==> config.mk <==
export PLATFORM = sky130hd
export DESIGN_NAME = gpio_in_cond10
export DESIGN_NICKNAME = d
export VERILOG_FILES = /design/src/rtl/gpio_in_cond_pkg10.sv /design/src/rtl/gpio_pin_filter10.sv /design/src/rtl/gpio_in_cond10.sv
export SDC_FILE = /design/constraint.sdc
export NUM_CORES = 1
export LEC_CHECK = 0
export BUFFER_PORTS_ARGS = -buffer_cell sky130_fd_sc_hd__buf_2
export CAP_MARGIN = 20
export CORE_MARGIN = 10
export CORE_UTILIZATION = 49
export CTS_CLUSTER_DIAMETER = 80
export DETAILED_ROUTE_END_ITERATION = 10
export HOLD_SLACK_MARGIN = 0.05
export MAX_ROUTING_LAYER = met4
export PLACE_DENSITY = 0.81
export SKIP_LAST_GASP = 1
export SYNTH_ARGS = -nofsm -noshare
export SYNTH_HDL_FRONTEND = slang
export SYNTH_SLANG_ARGS = --single-unit
==> constraint.sdc <==
create_clock -name pclk10 -period 1.7 [get_ports pclk10]
set_input_delay 0 -clock pclk10 [delete_from_list [all_inputs] [get_ports pclk10]]
set_output_delay 0 -clock pclk10 [all_outputs]
set_load 0.02 [all_outputs]
==> src/rtl/gpio_in_cond_pkg10.sv <==
// Shared types for the GPIO input-conditioning stage (gpio_in_cond10).
// Debounce counters exist only when GPIO_IN_DEBOUNCE_EN is defined.
`ifndef GPIO_DATA_WIDTH10
`define GPIO_DATA_WIDTH10 32
`endif

package gpio_in_cond_pkg10;

  localparam int unsigned DEB_CNT_W_DEFAULT = 4;

  typedef logic [DEB_CNT_W_DEFAULT-1:0] deb_cnt_t;

  typedef enum logic [1:0] {
    EDGE_FALL = 2'd0,
    EDGE_RISE = 2'd1,
    EDGE_ANY  = 2'd2
  } edge_sel_e;

  // irq_any takes priority over irq_pos
  function automatic edge_sel_e edge_sel(input logic any, input logic pos);
    if (any) begin
      return EDGE_ANY;
    end else if (pos) begin
      return EDGE_RISE;
    end
    return EDGE_FALL;
  endfunction

  function automatic logic edge_hit(input edge_sel_e sel, input logic rise,
                                    input logic fall);
    logic hit;
    case (sel)
      EDGE_ANY:  hit = rise | fall;
      EDGE_RISE: hit = rise;
      default:   hit = fall;
    endcase
    return hit;
  endfunction

endpackage

==> src/rtl/gpio_pin_filter10.sv <==
// One GPIO pin: two-flop synchroniser, optional debounce (GPIO_IN_DEBOUNCE_EN)
// and registered edge event on each change of the debounced value.
module gpio_pin_filter10
  import gpio_in_cond_pkg10::*;
#(
  parameter int unsigned DEB_CNT_W = DEB_CNT_W_DEFAULT
) (
  input  logic                 clk_i,
  input  logic                 rst_ni,
  input  logic                 pin_i,
  input  logic                 oe_n_i,
  input  logic [DEB_CNT_W-1:0] limit_i,
  input  edge_sel_e            sel_i,
  output logic                 deb_o,
  output logic                 event_o
);

  logic s1_q;
  logic s2_q;
  logic deb_q;
  logic deb_d;
  logic event_q;
  logic event_d;
  logic rise;
  logic fall;

  always_comb begin
    rise    = ~deb_q & deb_d;
    fall    = deb_q & ~deb_d;
    event_d = oe_n_i & edge_hit(sel_i, rise, fall);
  end

  always_ff @(posedge clk_i or negedge rst_ni) begin
    if (!rst_ni) begin
      s1_q    <= 1'b0;
      s2_q    <= 1'b0;
      deb_q   <= 1'b0;
      event_q <= 1'b0;
    end else begin
      s1_q    <= pin_i;
      s2_q    <= s1_q;
      deb_q   <= deb_d;
      event_q <= event_d;
    end
  end

`ifdef GPIO_IN_DEBOUNCE_EN
  logic [DEB_CNT_W-1:0] cnt_q;
  logic [DEB_CNT_W-1:0] cnt_d;

  // cnt only runs while s2 disagrees with deb; any agreement restarts it
  always_comb begin
    deb_d = deb_q;
    cnt_d = cnt_q;
    if (s2_q == deb_q) begin
      cnt_d = '0;
    end else if (cnt_q == limit_i) begin
      deb_d = s2_q;
      cnt_d = '0;
    end else begin
      cnt_d = cnt_q + DEB_CNT_W'(1);
    end
  end

  always_ff @(posedge clk_i or negedge rst_ni) begin
    if (!rst_ni) begin
      cnt_q <= '0;
    end else begin
      cnt_q <= cnt_d;
    end
  end
`else
  logic unused_limit;

  assign unused_limit = ^limit_i;
  assign deb_d        = s2_q;
`endif

  assign deb_o   = deb_q;
  assign event_o = event_q;

endmodule

==> src/rtl/gpio_in_cond10.sv <==
// GPIO input conditioning: per-pin filter, sticky status and combined interrupt.
// Debounce hardware is enabled by defining GPIO_IN_DEBOUNCE_EN.
`ifndef GPIO_DATA_WIDTH10
`define GPIO_DATA_WIDTH10 32
`endif

module gpio_in_cond10
  import gpio_in_cond_pkg10::*;
#(
  parameter int unsigned DATA_WIDTH = `GPIO_DATA_WIDTH10,
  parameter int unsigned DEB_CNT_W  = DEB_CNT_W_DEFAULT
) (
  input  logic                  pclk10,
  input  logic                  n_p_reset10,
  input  logic [DATA_WIDTH-1:0] gpio_pin_in10,
  input  logic [DATA_WIDTH-1:0] n_gpio_pin_oe10,
  input  logic [DEB_CNT_W-1:0]  deb_limit10,
  input  logic [DATA_WIDTH-1:0] irq_en10,
  input  logic [DATA_WIDTH-1:0] irq_pos10,
  input  logic [DATA_WIDTH-1:0] irq_any10,
  input  logic [DATA_WIDTH-1:0] irq_clr10,
  output logic [DATA_WIDTH-1:0] gpio_data_in10,
  output logic [DATA_WIDTH-1:0] irq_status10,
  output logic                  irq10
);

  logic [DATA_WIDTH-1:0] deb_w;
  logic [DATA_WIDTH-1:0] event_w;
  logic [DATA_WIDTH-1:0] status_q;
  logic [DATA_WIDTH-1:0] status_d;
  logic                  irq_q;
  logic                  irq_d;

  for (genvar i = 0; i < DATA_WIDTH; i++) begin : g_pin
    gpio_pin_filter10 #(
      .DEB_CNT_W (DEB_CNT_W)
    ) u_filter (
      .clk_i   (pclk10),
      .rst_ni  (n_p_reset10),
      .pin_i   (gpio_pin_in10[i]),
      .oe_n_i  (n_gpio_pin_oe10[i]),
      .limit_i (deb_limit10),
      .sel_i   (edge_sel(irq_any10[i], irq_pos10[i])),
      .deb_o   (deb_w[i]),
      .event_o (event_w[i])
    );
  end

  // A new event overrides a clear landing in the same cycle
  always_comb begin
    status_d = (status_q & ~irq_clr10) | event_w;
    irq_d    = |(status_q & irq_en10);
  end

  always_ff @(posedge pclk10 or negedge n_p_reset10) begin
    if (!n_p_reset10) begin
      status_q <= '0;
      irq_q    <= 1'b0;
    end else begin
      status_q <= status_d;
      irq_q    <= irq_d;
    end
  end

  assign gpio_data_in10 = deb_w;
  assign irq_status10   = status_q;
  assign irq10          = irq_q;

endmodule

==> summary.md, run 1 <==
| Metric | Value |
|---|---|
| Post-cts hold buffer count | `188` |
| Syn Std Cell Area | `6640 sq um` |
| Initial Util | `0.501` |
| Setup bufs post-CTS | `0` |
| Detail Placement HPWL | `13000 um` |
| CTS H-tree depth | `4` |
| Seq cells post-synth | `161` |
| Routability cong. | `0.872` |
| Area share of the largest cell type after synthesis | `0.607` |
| DP Worst Slack | `0.168 ns` |
| Clk sink count | `161` |
| Run Error | `[ERROR RSZ-0060] Max buffer count reached.` |
| Buffers on Ports | `258` |
| TritonCTS Buffers | `17` |
| Synth warn | `0` |
| Die height | `136 um` |
| Failed at | `4_1_cts` |
| Synth unique cells | `13` |
| Synthesized instance count | `502` |
| # rows | `42` |
| Max Root-Sink Buffers | `2` |
| Sequential-to-total area share from yosys stat | `0.607` |
| Synth area leader | `dfrtp_1` |
| Post-Syn Nets | `764` |
| Top-level I/O count | `263` |
| Synth area leaders | `dfrtp_1, ha_1, inv_1, mux2_2, o211a_1` |
| Root Driver | `clkbuf_16` |
| Run status | `stopped before the end` |
| Post-CTS Resized | `0` |
| Mean Syn Cell Area | `13.2 sq um` |
| Horiz. Die Dim | `136 um` |
## cell usage after synthesis
master     n
dfrtp_1  161
inv_1     96
ha_1      64
buf_4     32
mux2_2    32
nand2_1   32
o211a_1   32
a21o_1    31
a22oi_1   14
nand4_1    4
a22oi_2    2
a21o_2     1
or4_1      1
## through the flow
stage,util,instance area [sq um],std cells
floorplan,-,6640,502
global placement,0.601,7960,907
detailed placement,0.601,7960,907
## cell families after synthesis
| logic type | count (synthesis) | synth area share |
|---|---|---|
| DFF | 161 | 0.607 |
| and+or+nand+nor | 37 | 0.0230 |
| buffers and inverters | 128 | 0.0905 |
| adders and majority gates | 64 | 0.121 |
| muxes | 32 | 0.0543 |
| AOI/OAI and AO/OA | 80 | 0.104 |
==> run 2, diff against run 1 <==
--- a/config.mk
+++ b/config.mk
@@ -8,12 +8,9 @@
 export BUFFER_PORTS_ARGS = -buffer_cell sky130_fd_sc_hd__buf_2
 export CAP_MARGIN = 20
 export CORE_MARGIN = 10
-export CORE_UTILIZATION = 49
-export CTS_CLUSTER_DIAMETER = 80
+export CORE_UTILIZATION = 40
 export DETAILED_ROUTE_END_ITERATION = 10
-export HOLD_SLACK_MARGIN = 0.05
-export MAX_ROUTING_LAYER = met4
-export PLACE_DENSITY = 0.81
+export PLACE_DENSITY_LB_ADDON = 0.15
 export SKIP_LAST_GASP = 1
 export SYNTH_ARGS = -nofsm -noshare
 export SYNTH_HDL_FRONTEND = slang
==> run 2 against run 1 <==
Effect of this change: the flow now finishes, with violations (negative hold slack); synthesized area stayed put; synthesized cell count stayed put.
==> summary.md, run 2 <==
| Metric | Value |
|---|---|
| Top-level I/O count | `263` |
| First-pass GRT wire length | `30200 um` |
| Max Clk Rate | `641 MHz` |
| Data required, critical path | `1.98 ns` |
| WL met3 | `1240 um` |
| Slowest cell delay on critical path | `0.55 ns` |
| DR top layer | `met4` |
| Synth unique cells | `13` |
| Critical Path Start Type | `flip-flop` |
| Horiz. Die Dim | `149 um` |
| # rows | `47` |
| # DRC | `0` |
| Post-route setup TNS | `0 ns` |
| Initial Util | `0.404` |
| Worst hold path class | `in -> reg` |
| Met2 wire length | `9830 um` |
| Kind of critical path | `reg -> reg` |
| Run status | `finished, violations left` |
| CP max FO | `3` |
| Total GRT Usage | `0.172` |
| Detail Placement HPWL | `13100 um` |
| Setup violators final | `0` |
| Most frequent cells in the layout | `buf_2, dlygate4sd3_1, dfrtp_1, inv_1, ha_1` |
| Reg2reg end | `irq10` |
| Top FF cell, synth | `dfrtp_1` |
| Placeable Area | `16400 sq um` |
| Area Growth Syn to Fin | `56.6%` |
| Design Area, Final | `10400 sq um` |
| Routed vias/inst | `4.45` |
| CTS H-tree depth | `4` |
| Slew @ Worst Pin | `0.366 ns` |
| Buffers on Ports | `258` |
| Top-count cell post-synth | `dfrtp_1` |
| Sequential-to-total area share from yosys stat | `0.607` |
| Pwr dens | `923 nW/um^2` |
| Most common cell after layout, fill and taps aside | `buf_2` |
| R2r worst-path depth | `3` |
| Crit path capture type | `flip-flop` |
| Number of synthesized flops with an enable pin | `0` |
| Max Cap Viol | `0` |
| Fin crit share | `0.918` |
| Metal-1 WL | `6960 um` |
| Crit path launch | `irq_status10[14]` |
| WHS | `-0.00134 ns` |
| Most frequent cells after synthesis | `dfrtp_1, inv_1, ha_1` |
| Starting DRT DRC Count | `117` |
| Routability cong. | `0.786` |
| Vias in the first global route | `5974` |
| Relative slew slack | `0.756` |
| Final non-filler cell total | `1163` |
| First-pass DRT Iterations | `4` |
| Area share of the largest cell type after synthesis | `0.607` |
| Clock slew at reported path FFs | `0.06 ns` |
| TritonCTS Buffers | `17` |
| Reg2reg start | `irq_status10[14]` |
| End of the critical path | `irq10` |
| Final WL | `18800 um` |
| Post-Syn Nets | `764` |
| Reg2Reg Setup Slack | `0.14 ns` |
| Unrepaired setup endpoints after global routing | `no` |
| WP buf/inv | `0` |
| Leakage | `5.90 nW` |
| Final Hold Fails | `1` |
| Synth area leader | `dfrtp_1` |
| Fin. max-slew vios | `0` |
| Setup bufs post-CTS | `0` |
| Fin Clk Skew | `0.00815 ns` |
| Placement Cell Area | `8020 sq um` |
| Synth warn | `0` |
| Crit path max-delay family | `simple AND/OR/NAND/NOR gates` |
| CP Cell Sequence | `a22oi_1, nand4_1, or4_1` |
| Slowest-stage cell, CP | `or4_1` |
| VDD IR max | `0.000637 V` |
| Final-layout fill cell count | `1236` |
| CP arrival | `1.84 ns` |
| GR Overflow Total | `0` |
| Clk Latency, worst-skew pair | `0.41 ns` |
| Root Driver | `clkbuf_16` |
| Inst Count DP | `952` |
| Seq cells post-synth | `161` |
| Levels on crit path | `3` |
| Total power | `9.59 mW` |
| CTS tree | `yes` |
| Mean Syn Cell Area | `13.2 sq um` |
| Routed wire per std cell | `16.1 um` |
| Synth area leaders | `dfrtp_1, ha_1, inv_1, mux2_2, o211a_1` |
| Die ar. | `22100 sq um` |
| Initial antenna violation count | `4` |
| Failing checks | `negative hold slack` |
| Synthesized instance count | `502` |
| Layout cells sized above 1 | `0.350` |
| Antenna viol nets, final | `0` |
| Max Root-Sink Buffers | `2` |
| Syn Std Cell Area | `6640 sq um` |
| Clk sink count | `161` |
| Async SR Flop Fraction | `1.00` |
| NumNets Final | `1187` |
| Largest net degree at the start of global routing | `48` |
| Crit path time final | `1.56 ns` |
| DR vias | `5177` |
| Die height | `149 um` |
run 2: cell counts after synthesis:
No cell type changed its count.
run 2: final cells by class:
cell class	count	area (sq um)	area share
clock inverters	12	156	0.0151
clock buffers	20	457	0.0440
repair buffers	436	3090	0.298
diodes	5	12.5	0.00120
well taps	220	275	0.0265
flip-flops and latches	161	4030	0.388
inverters	96	360	0.0347
multi-input cells	213	2010	0.193
run 2: worst min-delay path by stage:
stage	end	start	cells after the start	slack (ns)
2_1_floorplan	g_pin[0].u_filter.deb_d	n_p_reset10	0	-0.30
6_report	irq10	irq_en10[13]	4	-0.001
5_1_grt	irq10	irq_en10[13]	4	0.02
4_1_cts	irq10	irq_en10[13]	4	0.005
3_3_place_gp	g_pin[14].u_filter.deb_d	n_p_reset10	1	-0.11
3_5_place_dp	g_pin[14].u_filter.deb_d	n_p_reset10	1	-0.11
run 2: timing repair:
action / 4_1_cts / 5_1_grt
setup endpoints to repair: 0 / 0
hold buffers: 174 / 0
endpoints found under the hold margin: 258 / 0
gates resized for setup: 0 / 0
run 2: worst min-delay path, cell delays in order:
cell     delay [ns]
buf_2          0.07
a22oi_1        0.06
nand4_1        0.12
or4_1          0.12
run 2: logic make-up after synthesis:
group / after synthesis / synth area share
multiplexers: 32 / 0.0543
AND/OR/NAND/NOR: 37 / 0.0230
AO/OA/AOI/OAI: 80 / 0.104
buffers and inverters: 128 / 0.0905
flip-flops: 161 / 0.607
adder cells (fa/ha/maj): 64 / 0.121
run 2: through the flow:
step,worst slack (ns),utilization
2_1_floorplan,0.328,-
3_3_place_gp,0.197,0.489
3_5_place_dp,0.191,0.489
4_1_cts,0.177,0.633
5_1_grt,0.141,0.633
6_report,0.140,0.633
run 2: per-layer routing:
layer	up-vias	GRT usage
met1	2486	0.182
met5	-	0
met3	46	0.0573
met2	182	0.299
li1	2463	-
met4	0	0.0903
run 2: power by group:
part           switching [mW]  leakage (nW)  internal [mW]
clock                    1.52         0.300           2.40
sequential              0.166          1.94           4.10
combinational           0.651          3.67          0.765
(Power assumes the default switching activity.)
